## src/rtl/bcd_tick_timer_pkg.sv

```systemverilog
// Shared definitions for the MM:SS BCD countdown timer: state encodings,
// BCD digit limits and the preset validity check.
package bcd_tick_timer_pkg;

  localparam int STATE_W = 2;

  localparam logic [3:0] DIGIT_MAX    = 4'd9;
  localparam logic [3:0] SEC_TENS_MAX = 4'd5;

  typedef enum logic [STATE_W-1:0] {
    ST_IDLE    = 2'd0,
    ST_RUN     = 2'd1,
    ST_PAUSE   = 2'd2,
    ST_EXPIRED = 2'd3
  } state_t;

  // Both operands are valid BCD when the digit tests pass, so a plain binary
  // compare orders them the same way as their decimal values.
  function automatic logic preset_valid(input logic [7:0] mm,
                                        input logic [7:0] ss,
                                        input logic [7:0] max_mm);
    return (mm[7:4] <= DIGIT_MAX) && (mm[3:0] <= DIGIT_MAX) &&
           (ss[7:4] <= SEC_TENS_MAX) && (ss[3:0] <= DIGIT_MAX) &&
           (mm <= max_mm);
  endfunction

endpackage

```

## src/rtl/bcd_digit_down.sv

```systemverilog
// One BCD digit of a down-counting borrow chain: decrements when borrow_in
// is set, wrapping from 0 to the programmed wrap value with a borrow out.
module bcd_digit_down (
  input  logic [3:0] digit,
  input  logic [3:0] wrap,
  input  logic       borrow_in,
  output logic [3:0] next_digit,
  output logic       borrow_out
);

  logic is_zero;

  assign is_zero    = (digit == 4'd0);
  assign borrow_out = borrow_in & is_zero;

  always_comb begin
    next_digit = digit;
    if (borrow_in) begin
      next_digit = is_zero ? wrap : (digit - 4'd1);
    end
  end

endmodule

```

## src/rtl/bcd_tick_timer.sv

```systemverilog
// MM:SS BCD countdown timer driven by rising edges of a divided tick signal.
// Define BCD_TICK_TIMER_SYNC_EN to pass tick_in through a 2-flop synchronizer.
module bcd_tick_timer
  import bcd_tick_timer_pkg::*;
#(
  parameter int unsigned SEC_PRESCALE = 1,
  parameter logic [7:0]  MAX_MIN_BCD  = 8'h59
) (
  input  logic               bcd_tick_timer_clk,
  input  logic               bcd_tick_timer_rst_n,
  input  logic               bcd_tick_timer_tick_in,
  input  logic               bcd_tick_timer_load,
  input  logic [7:0]         bcd_tick_timer_load_min,
  input  logic [7:0]         bcd_tick_timer_load_sec,
  input  logic               bcd_tick_timer_start,
  input  logic               bcd_tick_timer_stop,
  output logic [7:0]         bcd_tick_timer_min,
  output logic [7:0]         bcd_tick_timer_sec,
  output logic               bcd_tick_timer_running,
  output logic               bcd_tick_timer_done,
  output logic               bcd_tick_timer_load_err,
  output logic [STATE_W-1:0] bcd_tick_timer_state
);

  localparam logic [7:0] PRESC_LAST = 8'(SEC_PRESCALE - 1);

  state_t     state;
  logic [7:0] min_q, sec_q, presc_q;
  logic       tick_src, tick_q, tick;
  logic       running_q, done_q, load_err_q;

`ifdef BCD_TICK_TIMER_SYNC_EN
  logic [1:0] sync_q;
  always_ff @(posedge bcd_tick_timer_clk or negedge bcd_tick_timer_rst_n) begin
    if (!bcd_tick_timer_rst_n) sync_q <= 2'b00;
    else                       sync_q <= {sync_q[0], bcd_tick_timer_tick_in};
  end
  assign tick_src = sync_q[1];
`else
  assign tick_src = bcd_tick_timer_tick_in;
`endif

  always_ff @(posedge bcd_tick_timer_clk or negedge bcd_tick_timer_rst_n) begin
    if (!bcd_tick_timer_rst_n) tick_q <= 1'b0;
    else                       tick_q <= tick_src;
  end
  assign tick = tick_src & ~tick_q;

  // Borrow chain: seconds units always request a borrow; it is applied only on dec.
  logic [3:0] su_n, st_n, mu_n, mt_n;
  logic       su_b, st_b, mu_b, mt_b;

  bcd_digit_down u_sec_units (.digit(sec_q[3:0]), .wrap(DIGIT_MAX),    .borrow_in(1'b1),
                              .next_digit(su_n), .borrow_out(su_b));
  bcd_digit_down u_sec_tens  (.digit(sec_q[7:4]), .wrap(SEC_TENS_MAX), .borrow_in(su_b),
                              .next_digit(st_n), .borrow_out(st_b));
  bcd_digit_down u_min_units (.digit(min_q[3:0]), .wrap(DIGIT_MAX),    .borrow_in(st_b),
                              .next_digit(mu_n), .borrow_out(mu_b));
  bcd_digit_down u_min_tens  (.digit(min_q[7:4]), .wrap(DIGIT_MAX),    .borrow_in(mu_b),
                              .next_digit(mt_n), .borrow_out(mt_b));

  logic at_last, dec, next_zero, count_zero, load_ok;

  assign at_last    = (presc_q == PRESC_LAST);
  // A borrow out of the top digit would mean counting below 00:00; never apply it.
  assign dec        = (state == ST_RUN) && tick && at_last && !mt_b;
  assign next_zero  = ({mt_n, mu_n, st_n, su_n} == 16'h0000);
  assign count_zero = ({min_q, sec_q} == 16'h0000);
  assign load_ok    = preset_valid(bcd_tick_timer_load_min, bcd_tick_timer_load_sec, MAX_MIN_BCD);

  always_ff @(posedge bcd_tick_timer_clk or negedge bcd_tick_timer_rst_n) begin
    if (!bcd_tick_timer_rst_n) begin
      state      <= ST_IDLE;
      min_q      <= 8'h00;
      sec_q      <= 8'h00;
      presc_q    <= 8'h00;
      running_q  <= 1'b0;
      done_q     <= 1'b0;
      load_err_q <= 1'b0;
    end else begin
      done_q     <= 1'b0;
      load_err_q <= 1'b0;
      case (state)
        ST_RUN: begin
          if (tick) presc_q <= at_last ? 8'h00 : (presc_q + 8'd1);
          if (dec) begin
            min_q <= {mt_n, mu_n};
            sec_q <= {st_n, su_n};
          end
          if (dec && next_zero) begin
            state     <= ST_EXPIRED;
            running_q <= 1'b0;
            done_q    <= 1'b1;
          end else if (bcd_tick_timer_stop) begin
            state     <= ST_PAUSE;
            running_q <= 1'b0;
          end
        end
        default: begin
          // IDLE, PAUSE and EXPIRED all accept a load; only IDLE/PAUSE accept start.
          if (bcd_tick_timer_load) begin
            if (load_ok) begin
              min_q   <= bcd_tick_timer_load_min;
              sec_q   <= bcd_tick_timer_load_sec;
              presc_q <= 8'h00;
              state   <= ST_IDLE;
            end else begin
              load_err_q <= 1'b1;
            end
          end else if ((state != ST_EXPIRED) && bcd_tick_timer_start && !bcd_tick_timer_stop) begin
            if (count_zero) begin
              state  <= ST_EXPIRED;
              done_q <= 1'b1;
            end else begin
              state     <= ST_RUN;
              running_q <= 1'b1;
            end
          end
        end
      endcase
    end
  end

  assign bcd_tick_timer_min      = min_q;
  assign bcd_tick_timer_sec      = sec_q;
  assign bcd_tick_timer_running  = running_q;
  assign bcd_tick_timer_done     = done_q;
  assign bcd_tick_timer_load_err = load_err_q;
  assign bcd_tick_timer_state    = state;

endmodule

```

## config.mk

```make
export PLATFORM = sky130hd
export DESIGN_NAME = bcd_tick_timer
export DESIGN_NICKNAME = d
export VERILOG_FILES = /design/src/rtl/bcd_tick_timer_pkg.sv /design/src/rtl/bcd_digit_down.sv /design/src/rtl/bcd_tick_timer.sv
export SDC_FILE = /design/constraint.sdc
export NUM_CORES = 1
export LEC_CHECK = 0
export BUFFER_PORTS_ARGS = -buffer_cell sky130_fd_sc_hd__buf_4
export CORE_AREA = 2 2 82 64
export CTS_CLUSTER_DIAMETER = 200
export CTS_CLUSTER_SIZE = 24
export DETAILED_ROUTE_END_ITERATION = 10
export DIE_AREA = 0 0 84 66
export GPL_ROUTABILITY_DRIVEN = 1
export PLACE_DENSITY = 0.66
export SETUP_SLACK_MARGIN = 0.2
export SYNTH_ARGS = -nofsm -noshare
export SYNTH_HDL_FRONTEND = slang
export SYNTH_SLANG_ARGS = --single-unit
```

## constraint.sdc

```tcl
create_clock -name bcd_tick_timer_clk -period 2.1 [get_ports bcd_tick_timer_clk]
set_input_delay 0.42 -clock bcd_tick_timer_clk [delete_from_list [all_inputs] [get_ports bcd_tick_timer_clk]]
set_output_delay 0.42 -clock bcd_tick_timer_clk [all_outputs]
set_load 0.01 [all_outputs]
```

## Word level (Yosys, flattened, before mapping)

Index checks and enable logic that the tools add are counted.

- Register bits after elaboration: 30
- Output and inout port bits: 21
- Logic and storage cells: 99

- Add/sub/neg operators: 5
- $lt $le $gt $ge: 5
- Equality and inequality tests: 8
- Muxes and demuxes: 41
- Bitwise operators: 5
- Reductions and logical operators: 27

Operator list:

| kind | count |
|---|---|
| $mux 8 | 13 |
| $logic_not 16->1 | 2 |
| $mux 4 | 7 |
| $logic_not 4->1 | 4 |
| $sub 4x1->4 const B | 4 |
| $mux 1 | 14 |
| $mux 2 | 7 |
| $le 4x4->1 const B | 3 |
| $logic_and 1x1->1 | 10 |
| $reduce_and 3->1 | 3 |
| $add 8x1->8 const B | 1 |
| $le 8x7->1 const B | 1 |
| $logic_not 8->1 | 1 |
| $ne 2x2->1 const B | 3 |
| $reduce_bool 2->1 | 3 |
| $and 1x1->1 | 4 |
| $le 4x3->1 const B | 1 |
| $ne 2x1->1 const B | 2 |
| $reduce_and 4->1 | 1 |
| $ne 3x1->1 const B | 1 |
| $ne 3x2->1 const B | 1 |
| $reduce_bool 3->1 | 1 |
| $eq 2x1->1 const B | 1 |
| $logic_not 1->1 | 2 |
| $not 1->1 | 1 |

## Longest topological paths before layout

- Depth in word-level cells: 9
- Gate-level depth with buffers: 7

## Hierarchy

A second synthesis with hierarchy kept.

- Cells, all modules: 268
- Area, all modules: 2349.8 sq um

By module, submodules not included:

| module | instances | cells an instance | area each (sq um) | seq. area each (sq um) |
|---|---|---|---|---|
| bcd_tick_timer | 1 | 176 | 1709.1 | 750.7 |
| bcd_digit_down | 4 | 23 | 160.2 | 0.0 |

## Worst setup path after synthesis

Ideal clock, no wire load.

- Path type: reg-to-reg
- From: register min_q[2], in the netlist bcd_tick_timer_min[2]
- To: register running_q, in the netlist bcd_tick_timer_running
- Arrival time: 1.839 ns
- Data required time: 1.980 ns
- Path slack: 0.141 ns
- Cell stages (with the launch flop): 6
- Path buffers: 0
- Cells stage by stage: dfrtp_1 -> or4_4 -> or3_4 -> nor4_4 -> o21ai_2 -> o211a_1

- Word-level cells in the longest chain between the ends: 8
- Elaborated cells on any way between the ends: 17

Ends and longest elaborated chain:

| item | line | text |
|---|---|---|
| start, declared | bcd_tick_timer.sv:28 | `logic [7:0] min_q, sec_q, presc_q;` |
| start signal, assigned | bcd_tick_timer.sv:87 | `min_q <= {mt_n, mu_n};` |
| start signal, assigned | bcd_tick_timer.sv:103 | `min_q <= bcd_tick_timer_load_min;` |
| branches (longest 8 deep; another with $sub 4x1->4) | - |  |
| end signal, assigned | bcd_tick_timer.sv:77 | `running_q <= 1'b0;` |
| end signal, assigned | bcd_tick_timer.sv:92 | `running_q <= 1'b0;` |
| end signal, assigned | bcd_tick_timer.sv:96 | `running_q <= 1'b0;` |
| end, declared | bcd_tick_timer.sv:30 | `logic running_q, done_q, load_err_q;` |

Several ways; the timed one is not identified.
A chain may end at the register's enable or synchronous reset.

## Worst setup path after layout

- From: register min_q[2], in the netlist bcd_tick_timer_min[2]
- To: register min_q[1], in the netlist bcd_tick_timer_min[1]

- Word-level cells in the longest chain between the ends: 7
- Elaborated cells on any way between the ends: 11

Ends and longest elaborated chain:

| item | line | text |
|---|---|---|
| $logic_not 4->1 (*) | bcd_digit_down.sv:13 | `assign is_zero = (digit == 4'd0);` |
| $and 1x1->1 (2 in a row) | bcd_digit_down.sv:14 | `assign borrow_out = borrow_in & is_zero;` |
| $logic_not 1->1 | bcd_tick_timer.sv:66 | `assign dec = (state == ST_RUN) && tick && at_last && !mt_b;` |
| $logic_and 1x1->1 | bcd_tick_timer.sv:66 |  |
| $ne 2x2->1 (no source line) | - |  |
| $reduce_and 3->1 (no source line) | - |  |

Mark *: on every way between the ends. The rest lies on a longest branch, timed or not. The select of a mux whose other input is x is not followed.

==> metrics <==
outcome=finished, final reports clean; Max Freq=about 520 MHz; I/O Buffers=between 40 and 50; post-route setup TNS=0 ns; height of the chip=66 um; final WL=approximately 5500 um; Pre-antenna DRT Iters=4; Seq/Total Area, Yosys=about two fifths; crit start category=flip-flop; DR vias=1955; Final period util=about 91%; TritonCTS buffer count=5; Final Max Tran Viols=0; min-delay worst type=primary input to asynchronous set/reset pin; Clock Sinks=30; Hold-fix buffers, CTS=0; delay of the slowest cell on the worst path=0.57 ns; dpl cell area=2371 sq um; yosys warns=0; post-DR vias/cell=5.716; FFs w/ async S/R, synth=100.0%; Max VDD drop=slightly below 0.0006 V; P_leak=~1.2 nW; top cell type's share of synthesized area=approximately two fifths; Core ar.=~4800 sq um; antenna viol nets, final=0; post-route minimum period=1.911 ns; Final nets=around 300; area of the multi-input gates=1135 sq um; setup violators final=0; vias in the first global route=~1800; Initial Util=about two fifths; max-cap viol count=0; RSZ-0062 raised after global routing=true; chip width=around 84 um; clock-pin slew on the worst setup and hold paths=roughly 0.070 ns; Power Density=1205 nW/um^2; slew margin rel.=69.10%; CP endpoint kind=flip-flop; antenna fix cells=0; FP Rows=22; Layout Skew=~0.014 ns; DIE AREA=5544 sq um; Slew @ Worst Pin=0.4625 ns; Remaining DRCs=0; initial DRC count=between 100 and 150; FF/Latch Area=between 700 and 800 sq um; I/O pin total=43; Fin. Hold Viols=0; CP arrival=roughly 2.1 ns; library cells used by synthesis=slightly below 50; Mapped Cells=around 210; layout cell share with drive strength beyond 1=between 30 and 40%; synthesized cell area=about 1900 sq um; CTS H-tree lvls=2; Avg Cell Area, Syn=a little under 9 sq um; TritonCTS clock tree=built; syn nets=237; final instance area=2631 sq um; first-pass GRT wire length=8956 um; Synth-to-Final Area Change=41.90%; RePlAce Congestion=~0.85; Area contributors post-synth=dfrtp_1 (40%), o21ai_0 (5.4%), nor2_1 (4.5%); ys flop type=dfrtp_1; crit-path cells=or4_4, nor3_4, a21oi_4, or2_4, a22o_1; clock tree buffer depth=2; GR Overflow Total=0; drt wl/cell=approximately 16 um; Fillers=471; Post-synth EDFFs=0; Synth Register Bits=30; Post-DP HPWL=about 4000 um; clock root buffer=clkbuf_8; critical path class=flip-flop to flip-flop; initial antenna violation count=0; commonest cells after routing, fill and taps aside=buf_4 (70), dfrtp_1 (28), nor2_1 (21); cell accounting for the most synthesized area=dfrtp_1; commonest non-fill, non-tap cell in the layout=buf_4; largest net degree at the start of global routing=31; gr usage total=about a fifth; CP required=around 2.3 ns; Worst-Skew Late Latency=about 0.28 ns; CP max-delay cell=or4_4; Max FO, Critical Path=6
synth_stat cells (all sizes together) (3+ instances only):
master	number
a31oi	4
or3	3
o31ai	4
a21oi	5
nand2	18
and3	3
inv	4
o22ai	9
o21ai	21
a22oi	4
nor2	22
a21boi	4
o2bb2ai	9
nor3	11
nor4	4
nand2b	4
a22o	3
clkbuf	7
buf	3
dfrtp	30
mux2i	3
nand3	12
what timing repair did:
action,4_1_cts,5_1_grt
buffers inserted,3,3
gates cloned,0,1
pin swaps,6,3
gates resized for setup,11,10
setup endpoints to repair,18,18
per-stage QoR:
stage | std cells | util (%) | hold slack (ns) | setup WS [ns] | power (mW)
2_1_floorplan | 213 | - | 0.1244 | 0.2398 | 1.746
5_1_grt | 342 | 55.25 | 0.08102 | 0.1285 | 3.386
3_5_place_dp | 327 | 49.79 | 0.3830 | 0.004821 | 2.403
3_3_place_gp | 327 | 49.79 | 0.3790 | 0.05828 | 2.391
4_1_cts | 338 | 53.57 | 0.07219 | 0.1300 | 3.072
6_report | 342 | 55.25 | 0.06006 | 0.1895 | 3.170
routing by layer:
layer / track usage (%) / vias to the layer above / share of wire (%)
met2: 30.30 / 63 / 44
met3: 3.995 / 5 / 6.0
met4: 5.242 / 0 / 0.83
met1: 30.01 / 943 / 49
li1: - / 944 / -
met5: 0 / - / 0
state kept, by name, indices dropped and copies added, names as in the netlist:
signal and cells:
bcd_tick_timer_min 8, bcd_tick_timer_sec 8, presc_q 8, bcd_tick_timer_state 2, bcd_tick_timer_done 1, bcd_tick_timer_load_err 1
bcd_tick_timer_running 1, tick_q 1
path summary, 6_finish.rpt:
check	start	endpoint	slack (ns)	cells past startpoint
max	bcd_tick_timer_min[2]$_DFFE_PN0P_	bcd_tick_timer_min[1]$_DFFE_PN0P_	0.19	5
min	bcd_tick_timer_rst_n	bcd_tick_timer_min[4]$_DFFE_PN0P_	0.06	1
max reg2reg	bcd_tick_timer_min[2]$_DFFE_PN0P_	bcd_tick_timer_min[1]$_DFFE_PN0P_	0.19	5
min reg2reg	presc_q[7]$_DFFE_PN0P_	presc_q[7]$_DFFE_PN0P_	0.50	1
max in group asynchronous	bcd_tick_timer_rst_n	bcd_tick_timer_sec[2]$_DFFE_PN0P_	1.72	1
min in group bcd_tick_timer_clk	bcd_tick_timer_tick_in	tick_q$_DFF_PN0_	0.26	1
power breakdown:
group          total (mW)  switching (mW)  internal (mW)  leakage, nW
clock network       0.607           0.220          0.387       0.0585
logic                1.58           0.829          0.756        0.716
registers           0.979           0.226          0.753        0.381
total                3.17            1.27           1.90         1.16
critical path: cells and delay by family (launching register included):
kind,cells,cell delay [ns]
AND/OR/NAND/NOR,3,1.05
AO/OA/AOI/OAI,2,0.32
flip-flops,1,0.40
logic make-up after synthesis:
kind of cell	Yosys count	synth area share, %
adders and majority gates	2	1.349
buffers and inverters	14	2.969
DFF	30	40.49
AOI/OAI and AO/OA	72	26.59
muxes	3	1.619
and+or+nand+nor	92	26.99
layout make-up:
cell class / count / share of cell area (%)
inverters: 4 / 0.5706
flip-flops and latches: 30 / 28.63
clock buffers: 7 / 3.281
repair buffers: 71 / 20.40
well taps: 60 / 2.853
multi-input cells: 169 / 43.13
clock inverters: 1 / 1.141
No activity file was read; power rests on OpenSTA's default activity.
